===== config.mk =====
export PLATFORM = sky130hd
export DESIGN_NAME = ram_sweep_ctrl_flat
export DESIGN_NICKNAME = d
export VERILOG_FILES = /design/src/rtl/ram_sweep_ctrl_if.sv /design/src/rtl/ram_sweep_ctrl.sv /design/src/flat_wrapper.sv
export SDC_FILE = /design/constraint.sdc
export NUM_CORES = 1
export LEC_CHECK = 0
export CAP_MARGIN = 15
export CORE_ASPECT_RATIO = 0.6
export CORE_MARGIN = 2
export CORE_UTILIZATION = 54
export DETAILED_ROUTE_END_ITERATION = 10
export GPL_TIMING_DRIVEN = 0
export HOLD_SLACK_MARGIN = 0.1
export PLACE_DENSITY = 0.84
export RECOVER_POWER = 25
export SYNTH_ARGS = -nofsm -noshare
export SYNTH_HDL_FRONTEND = slang
export SYNTH_SLANG_ARGS = --single-unit

===== constraint.sdc =====
create_clock -name clk -period 5.2 [get_ports clk]
set_input_delay 1.56 -clock clk [delete_from_list [all_inputs] [get_ports clk]]
set_output_delay 1.56 -clock clk [all_outputs]
set_load 0.005 [all_outputs]

===== src/rtl/ram_sweep_ctrl_if.sv =====
// Bus between the sweep controller and its environment: RAM address/strobe,
// read data coming back, control handshakes and the accumulated results.
interface ram_sweep_ctrl_if #(
    parameter int ADDR_W = 4,
    parameter int DATA_W = 4
);
    logic              start;
    logic              abort;
    logic [DATA_W-1:0] rd_data;
    logic [ADDR_W-1:0] a;
    logic              we;
    logic              busy;
    logic              done;
    logic [7:0]        sum;
    logic [4:0]        ones;
    logic [DATA_W-1:0] max;

    modport master (
        input  start, abort, rd_data,
        output a, we, busy, done, sum, ones, max
    );

    modport slave (
        output start, abort, rd_data,
        input  a, we, busy, done, sum, ones, max
    );
endinterface


===== src/rtl/ram_sweep_ctrl.sv =====
// Write-then-read RAM sweep controller: 2**ADDR_W writes, then 2**ADDR_W reads
// accumulating sum, count of odd words and maximum, then a one-cycle DONE.
module ram_sweep_ctrl #(
    parameter int ADDR_W = 4,
    parameter int DATA_W = 4
) (
    input  logic              clk,
    input  logic              rst_n,
    ram_sweep_ctrl_if.master  bus
);

    typedef enum logic [1:0] {
        IDLE  = 2'd0,
        WRITE = 2'd1,
        READ  = 2'd2,
        FIN   = 2'd3
    } state_t;

    localparam logic [ADDR_W-1:0] LAST_ADDR = '1;

    state_t            state_reg, state_next;
    logic [ADDR_W-1:0] a_reg, a_next;
    logic              we_reg, we_next;
    logic [7:0]        sum_reg, sum_next;
    logic [4:0]        ones_reg, ones_next;
    logic [DATA_W-1:0] max_reg, max_next;

    always_ff @(posedge clk or negedge rst_n) begin
        if (!rst_n) begin
            state_reg <= IDLE;
            a_reg     <= '0;
            we_reg    <= 1'b0;
            sum_reg   <= '0;
            ones_reg  <= '0;
            max_reg   <= '0;
        end else begin
            state_reg <= state_next;
            a_reg     <= a_next;
            we_reg    <= we_next;
            sum_reg   <= sum_next;
            ones_reg  <= ones_next;
            max_reg   <= max_next;
        end
    end

    always_comb begin
        state_next = state_reg;
        a_next     = a_reg;
        we_next    = we_reg;
        sum_next   = sum_reg;
        ones_next  = ones_reg;
        max_next   = max_reg;

        case (state_reg)
            IDLE: begin
                // abort wins over start, and results from the last sweep are kept
                if (bus.start && !bus.abort) begin
                    state_next = WRITE;
                    a_next     = '0;
                    we_next    = 1'b1;
                    sum_next   = '0;
                    ones_next  = '0;
                    max_next   = '0;
                end
            end

            WRITE: begin
                if (bus.abort) begin
                    state_next = IDLE;
                    a_next     = '0;
                    we_next    = 1'b0;
                    sum_next   = '0;
                    ones_next  = '0;
                    max_next   = '0;
                end else if (a_reg == LAST_ADDR) begin
                    state_next = READ;
                    a_next     = '0;
                    we_next    = 1'b0;
                end else begin
                    a_next = a_reg + 1'b1;
                end
            end

            READ: begin
                if (bus.abort) begin
                    state_next = IDLE;
                    a_next     = '0;
                    we_next    = 1'b0;
                    sum_next   = '0;
                    ones_next  = '0;
                    max_next   = '0;
                end else begin
                    sum_next  = sum_reg + 8'(bus.rd_data);
                    ones_next = ones_reg + 5'(bus.rd_data[0]);
                    if (bus.rd_data > max_reg) begin
                        max_next = bus.rd_data;
                    end
                    if (a_reg == LAST_ADDR) begin
                        state_next = FIN;
                        a_next     = '0;
                    end else begin
                        a_next = a_reg + 1'b1;
                    end
                end
            end

            FIN: begin
                state_next = IDLE;
                we_next    = 1'b0;
            end

            default: begin
                state_next = IDLE;
                a_next     = '0;
                we_next    = 1'b0;
            end
        endcase
    end

    // Status flags decode straight from the state so reset clears them at once.
    assign bus.busy = (state_reg == WRITE) || (state_reg == READ);
    assign bus.done = (state_reg == FIN);
    assign bus.a    = a_reg;
    assign bus.we   = we_reg;
    assign bus.sum  = sum_reg;
    assign bus.ones = ones_reg;
    assign bus.max  = max_reg;

endmodule


===== src/flat_wrapper.sv =====
// flat-port wrapper written by rule: the top's interface ports become plain ports
module ram_sweep_ctrl_flat 
#(
    parameter int ADDR_W = 4,
    parameter int DATA_W = 4
)
  (clk, rst_n, bus_start, bus_abort, bus_rd_data, bus_a, bus_we, bus_busy, bus_done, bus_sum, bus_ones, bus_max);
  ram_sweep_ctrl_if #(.ADDR_W(ADDR_W), .DATA_W(DATA_W)) bus_i ();
  input  logic clk;
  input  logic rst_n;
  input wire logic [$bits(bus_i.start)-1:0] bus_start;
  input wire logic [$bits(bus_i.abort)-1:0] bus_abort;
  input wire logic [$bits(bus_i.rd_data)-1:0] bus_rd_data;
  output wire logic [$bits(bus_i.a)-1:0] bus_a;
  output wire logic [$bits(bus_i.we)-1:0] bus_we;
  output wire logic [$bits(bus_i.busy)-1:0] bus_busy;
  output wire logic [$bits(bus_i.done)-1:0] bus_done;
  output wire logic [$bits(bus_i.sum)-1:0] bus_sum;
  output wire logic [$bits(bus_i.ones)-1:0] bus_ones;
  output wire logic [$bits(bus_i.max)-1:0] bus_max;
  assign bus_i.start = bus_start;
  assign bus_i.abort = bus_abort;
  assign bus_i.rd_data = bus_rd_data;
  assign bus_a = bus_i.a;
  assign bus_we = bus_i.we;
  assign bus_busy = bus_i.busy;
  assign bus_done = bus_i.done;
  assign bus_sum = bus_i.sum;
  assign bus_ones = bus_i.ones;
  assign bus_max = bus_i.max;
  ram_sweep_ctrl #(.ADDR_W(ADDR_W), .DATA_W(DATA_W)) u_core (.clk(clk), .rst_n(rst_n), .bus(bus_i));
endmodule

==> flow_summary.html <==
<table>
<tr><th>Metric</th><th>Value</th></tr>
<tr><th colspan="2">Run status</th></tr>
<tr><td>Run status</td><td>finished clean</td></tr>
<tr><th colspan="2">Power and ir drop</th></tr>
<tr><td>Post-layout power</td><td>0.000706 W</td></tr>
<tr><td>Reported leakage power</td><td>0.884 nW</td></tr>
<tr><td>P per Cell Area</td><td>365 nW/um^2</td></tr>
<tr><td>Peak supply drop</td><td>0.000299 V</td></tr>
<tr><th colspan="2">Final layout</th></tr>
<tr><td>Number of fill cells in the layout</td><td>170</td></tr>
<tr><td>Utilization after layout</td><td>0.751</td></tr>
<tr><td>Nets</td><td>219</td></tr>
<tr><td>Most common cell after layout, fill and taps aside</td><td>sky130_fd_sc_hd__clkdlybuf4s50_1</td></tr>
<tr><td>Synthesis-to-finish area growth</td><td>28.2%</td></tr>
<tr><td>Largest register FFs</td><td>8</td></tr>
<tr><td>Layout Cells excl Fill</td><td>225</td></tr>
<tr><td>Antenna diodes</td><td>0</td></tr>
<tr><td>Layout cell share with drive strength beyond 1</td><td>0.0777</td></tr>
<tr><td>Most used cells in the layout excluding fill and tap cells</td><td>30 x sky130_fd_sc_hd__clkdlybuf4s50_1, 24 x sky130_fd_sc_hd__dfrtp_1, 21 x sky130_fd_sc_hd__nand2_1</td></tr>
<tr><th colspan="2">Timing</th></tr>
<tr><td>RSZ-0062 raised after global routing</td><td>false</td></tr>
<tr><td>Final setup violation count</td><td>0</td></tr>
<tr><td>Final clock skew</td><td>0.00153 ns</td></tr>
<tr><td>Max Freq</td><td>0.301 GHz</td></tr>
<tr><td>Number of slew-limit violations in the final report</td><td>0</td></tr>
<tr><td>Actual slew at the worst max-slew pin</td><td>0.858 ns</td></tr>
<tr><td>Share of the clock period used by the worst path</td><td>0.638</td></tr>
<tr><td>Post-layout minimum cycle time</td><td>3.32 ns</td></tr>
<tr><td>Final hold violation count</td><td>0</td></tr>
<tr><td>Max_slew headroom</td><td>0.428</td></tr>
<tr><td>Post-Route Setup TNS</td><td>0 ns</td></tr>
<tr><th colspan="2">Synthesis</th></tr>
<tr><td>Top cells by area, synth</td><td>sky130_fd_sc_hd__dfrtp_1 40%, sky130_fd_sc_hd__ha_1 13%, sky130_fd_sc_hd__nand2_1 5.2%</td></tr>
<tr><td>Library cell occupying the most area in the post-synthesis netlist</td><td>sky130_fd_sc_hd__dfrtp_1</td></tr>
<tr><td>Number of distinct library cells after synthesis</td><td>40</td></tr>
<tr><td>Area of the mapped netlist</td><td>1510 sq um</td></tr>
<tr><td>Sequential area share after synthesis</td><td>0.398</td></tr>
<tr><td>Number of instances in the synthesized netlist</td><td>157</td></tr>
<tr><td>Top-area cell type share of the netlist area</td><td>0.398</td></tr>
<tr><td>FF+latch count, synth</td><td>24</td></tr>
<tr><td>Yosys Warn Count</td><td>0</td></tr>
<tr><td>Mapped Avg Cell Area</td><td>9.60 sq um</td></tr>
<tr><td>Syn Nets</td><td>182</td></tr>
<tr><th colspan="2">Routing</th></tr>
<tr><td>Count of unresolved DRC violations after routing</td><td>0</td></tr>
<tr><td>Metal2 WL</td><td>1550 um</td></tr>
<tr><td>Total Wirelength</td><td>3580 um</td></tr>
<tr><td>Number of antenna-violating nets in the routed design</td><td>0</td></tr>
<tr><td>Length of routed wiring on met1</td><td>1670 um</td></tr>
<tr><td>DR WL met3</td><td>275 um</td></tr>
<tr><td>Post-DR vias/cell</td><td>5.93</td></tr>
<tr><td>Number of optimization iterations in the first detailed-route pass</td><td>6</td></tr>
<tr><td>Via count of the routed design</td><td>1335</td></tr>
<tr><td>Violation count after the first detailed-route iteration</td><td>101</td></tr>
<tr><td>Wirelength per Cell</td><td>15.9 um</td></tr>
<tr><td>Highest routed layer</td><td>met4</td></tr>
<tr><th colspan="2">Die</th></tr>
<tr><td>Floorplan Core Area</td><td>2570 sq um</td></tr>
<tr><td>Total I/O pin count</td><td>32</td></tr>
<tr><td>Initial core utilization</td><td>0.586</td></tr>
<tr><td>Die area</td><td>3240 sq um</td></tr>
<tr><td>Die width</td><td>72.2 um</td></tr>
<tr><td>Vert. Die Dim</td><td>44.9 um</td></tr>
<tr><td>Number of rows in the core area</td><td>14</td></tr>
<tr><th colspan="2">Place</th></tr>
<tr><td># placed instances</td><td>220</td></tr>
<tr><td>Half-perimeter wire length after placement</td><td>2700 um</td></tr>
<tr><td>Placer congestion estimate</td><td>0.789</td></tr>
<tr><td>Count of buffers inserted at the top-level ports</td><td>31</td></tr>
<tr><th colspan="2">Clock tree</th></tr>
<tr><td>Clock Tree Root</td><td>sky130_fd_sc_hd__clkbuf_8</td></tr>
<tr><td>Clock tree from TritonCTS</td><td>done</td></tr>
<tr><td>Total CTS buffers</td><td>3</td></tr>
<tr><td>Clock insertion delay at the later pin of the skew report</td><td>0.27 ns</td></tr>
<tr><td>Maximum level of the CTS H-tree</td><td>1</td></tr>
<tr><td>Cts hold-fix bufs</td><td>0</td></tr>
<tr><td># clock sinks</td><td>24</td></tr>
<tr><td>Post CTS Setup Buffer Count</td><td>0</td></tr>
<tr><td>Number of cells upsized or downsized after cts</td><td>0</td></tr>
<tr><td>Clock-pin slew of the registers on the worst-case setup and hold paths</td><td>0.09 ns</td></tr>
<tr><td>Clock buffer depth</td><td>2</td></tr>
<tr><th colspan="2">Global route</th></tr>
<tr><td>Maximum number of pins on one net before global-route repair</td><td>25</td></tr>
<tr><td>Wire length of the first global-routing pass</td><td>6100 um</td></tr>
<tr><td>Antenna violations before repair</td><td>0</td></tr>
<tr><td>Total global routing overflow</td><td>0</td></tr>
<tr><td>Overall routing resource usage</td><td>0.247</td></tr>
<tr><td>Via count of the first global-routing pass</td><td>1310</td></tr>
<tr><th colspan="2">Setup path</th></tr>
<tr><td>Required time of the critical path</td><td>5.36 ns</td></tr>
<tr><td>CP Capture Type</td><td>flop</td></tr>
<tr><td>Arrival time at the worst endpoint</td><td>3.48 ns</td></tr>
<tr><td>Startpoint-to-endpoint class of the critical path</td><td>primary input to flop</td></tr>
<tr><td>Startpoint types</td><td>primary input</td></tr>
<tr><td>Worst Path Max Fanout</td><td>8</td></tr>
<tr><th colspan="2">Worst hold path</th></tr>
<tr><td>Worst min-delay path category</td><td>flop to flop</td></tr>
<tr><th colspan="2">Flow run</th></tr>
<tr><td>Number of maximum-capacitance violations</td><td>0</td></tr>
</table>
-- synth_stat cells (all sizes together) --
cell / number
a2111oi: 1
a21oi: 6
o211ai: 1
a221oi: 2
or4: 1
a21o: 2
nand2: 21
o21ai: 11
xnor2: 1
a31oi: 2
clkbuf: 1
or3: 1
ha: 16
buf: 2
dfrtp: 24
and3: 2
a21boi: 1
o22a: 1
nor2: 6
a22oi: 2
inv: 9
o31ai: 3
a22o: 7
o211a: 1
fa: 1
or2: 3
and2: 1
nand2b: 8
mux2: 2
xor2: 1
a221o: 2
nand4: 1
o22ai: 1
nand3: 8
nor2b: 3
nor3: 1
a32oi: 1
-- worst paths after layout --
check | cells after the start | endpoint | from | slack, ns
max in group asynchronous | 2 | u_core.bus.sum[0] | rst_n | 2.41
min | 2 | u_core.bus.sum[0] | u_core.bus.sum[0] | 0.52
max reg2reg | 5 | u_core.bus.max[3] | u_core.state_reg[0] | 3.09
min reg2reg | 2 | u_core.bus.sum[0] | u_core.bus.sum[0] | 0.52
max | 5 | u_core.bus.max[3] | bus_abort | 1.88
min in group asynchronous | 1 | u_core.state_reg[0] | rst_n | 1.67
-- routing by layer --
| metal | global-route usage | vias to the layer above |
|---|---|---|
| li1 | - | 643 |
| met1 | 0.351 | 624 |
| met2 | 0.385 | 56 |
| met3 | 0.0491 | 12 |
| met4 | 0.0755 | 0 |
| met5 | 0 | - |
-- power by group --
| group | internal (W) | switching [W] |
|---|---|---|
| Combinational | 0.000137 | 0.000167 |
| Clock | 0.000103 | 0.0000631 |
| Sequential | 0.000211 | 0.0000247 |
-- worst max-delay path, stage by stage --
cell	delay, ns
sky130_fd_sc_hd__clkdlybuf4s50_1	0.54
sky130_fd_sc_hd__nand2b_4	0.22
sky130_fd_sc_hd__a221oi_2	0.57
sky130_fd_sc_hd__o211ai_1	0.32
sky130_fd_sc_hd__a22o_1	0.27
-- final cells by class --
type                            count  area [sq um]  area share
Buffer                              3          13.8     0.00712
Clock buffer                        3          41.3      0.0214
Clock inverter                      1          30.0      0.0155
Inverter                            9          33.8      0.0175
Multi-Input combinational cell    121           860       0.445
Sequential cell                    24           601       0.311
Tap cell                           32          40.0      0.0207
Timing Repair Buffer               32           314       0.162
-- kinds of logic (layout without fill, tap and decap cells) --
| kind of cell | count (synthesis) | after routing | share of synthesized area |
|---|---|---|---|
| AOI/OAI and AO/OA | 44 | 44 | 0.212 |
| xor gates and xnor gates | 2 | 2 | 0.0116 |
| adders and majority gates | 17 | 17 | 0.146 |
| buffers and inverters | 12 | 48 | 0.0315 |
| DFF | 24 | 24 | 0.398 |
| muxes | 2 | 2 | 0.0149 |
| and+or+nand+nor | 56 | 56 | 0.186 |
-- per-stage QoR --
stage | setup WS, ns | hold slack [ns] | cell area, sq um
after floorplan | 2.34 | 0.490 | 1510
after CTS | 1.92 | 0.519 | 1930
after detailed placement | 1.65 | 0.497 | 1860
after global routing | 1.72 | 0.545 | 1930
after global placement | 1.65 | 0.479 | 1860
final | 1.88 | 0.523 | 1930
Note: power is estimated with default switching activity, not from simulation.
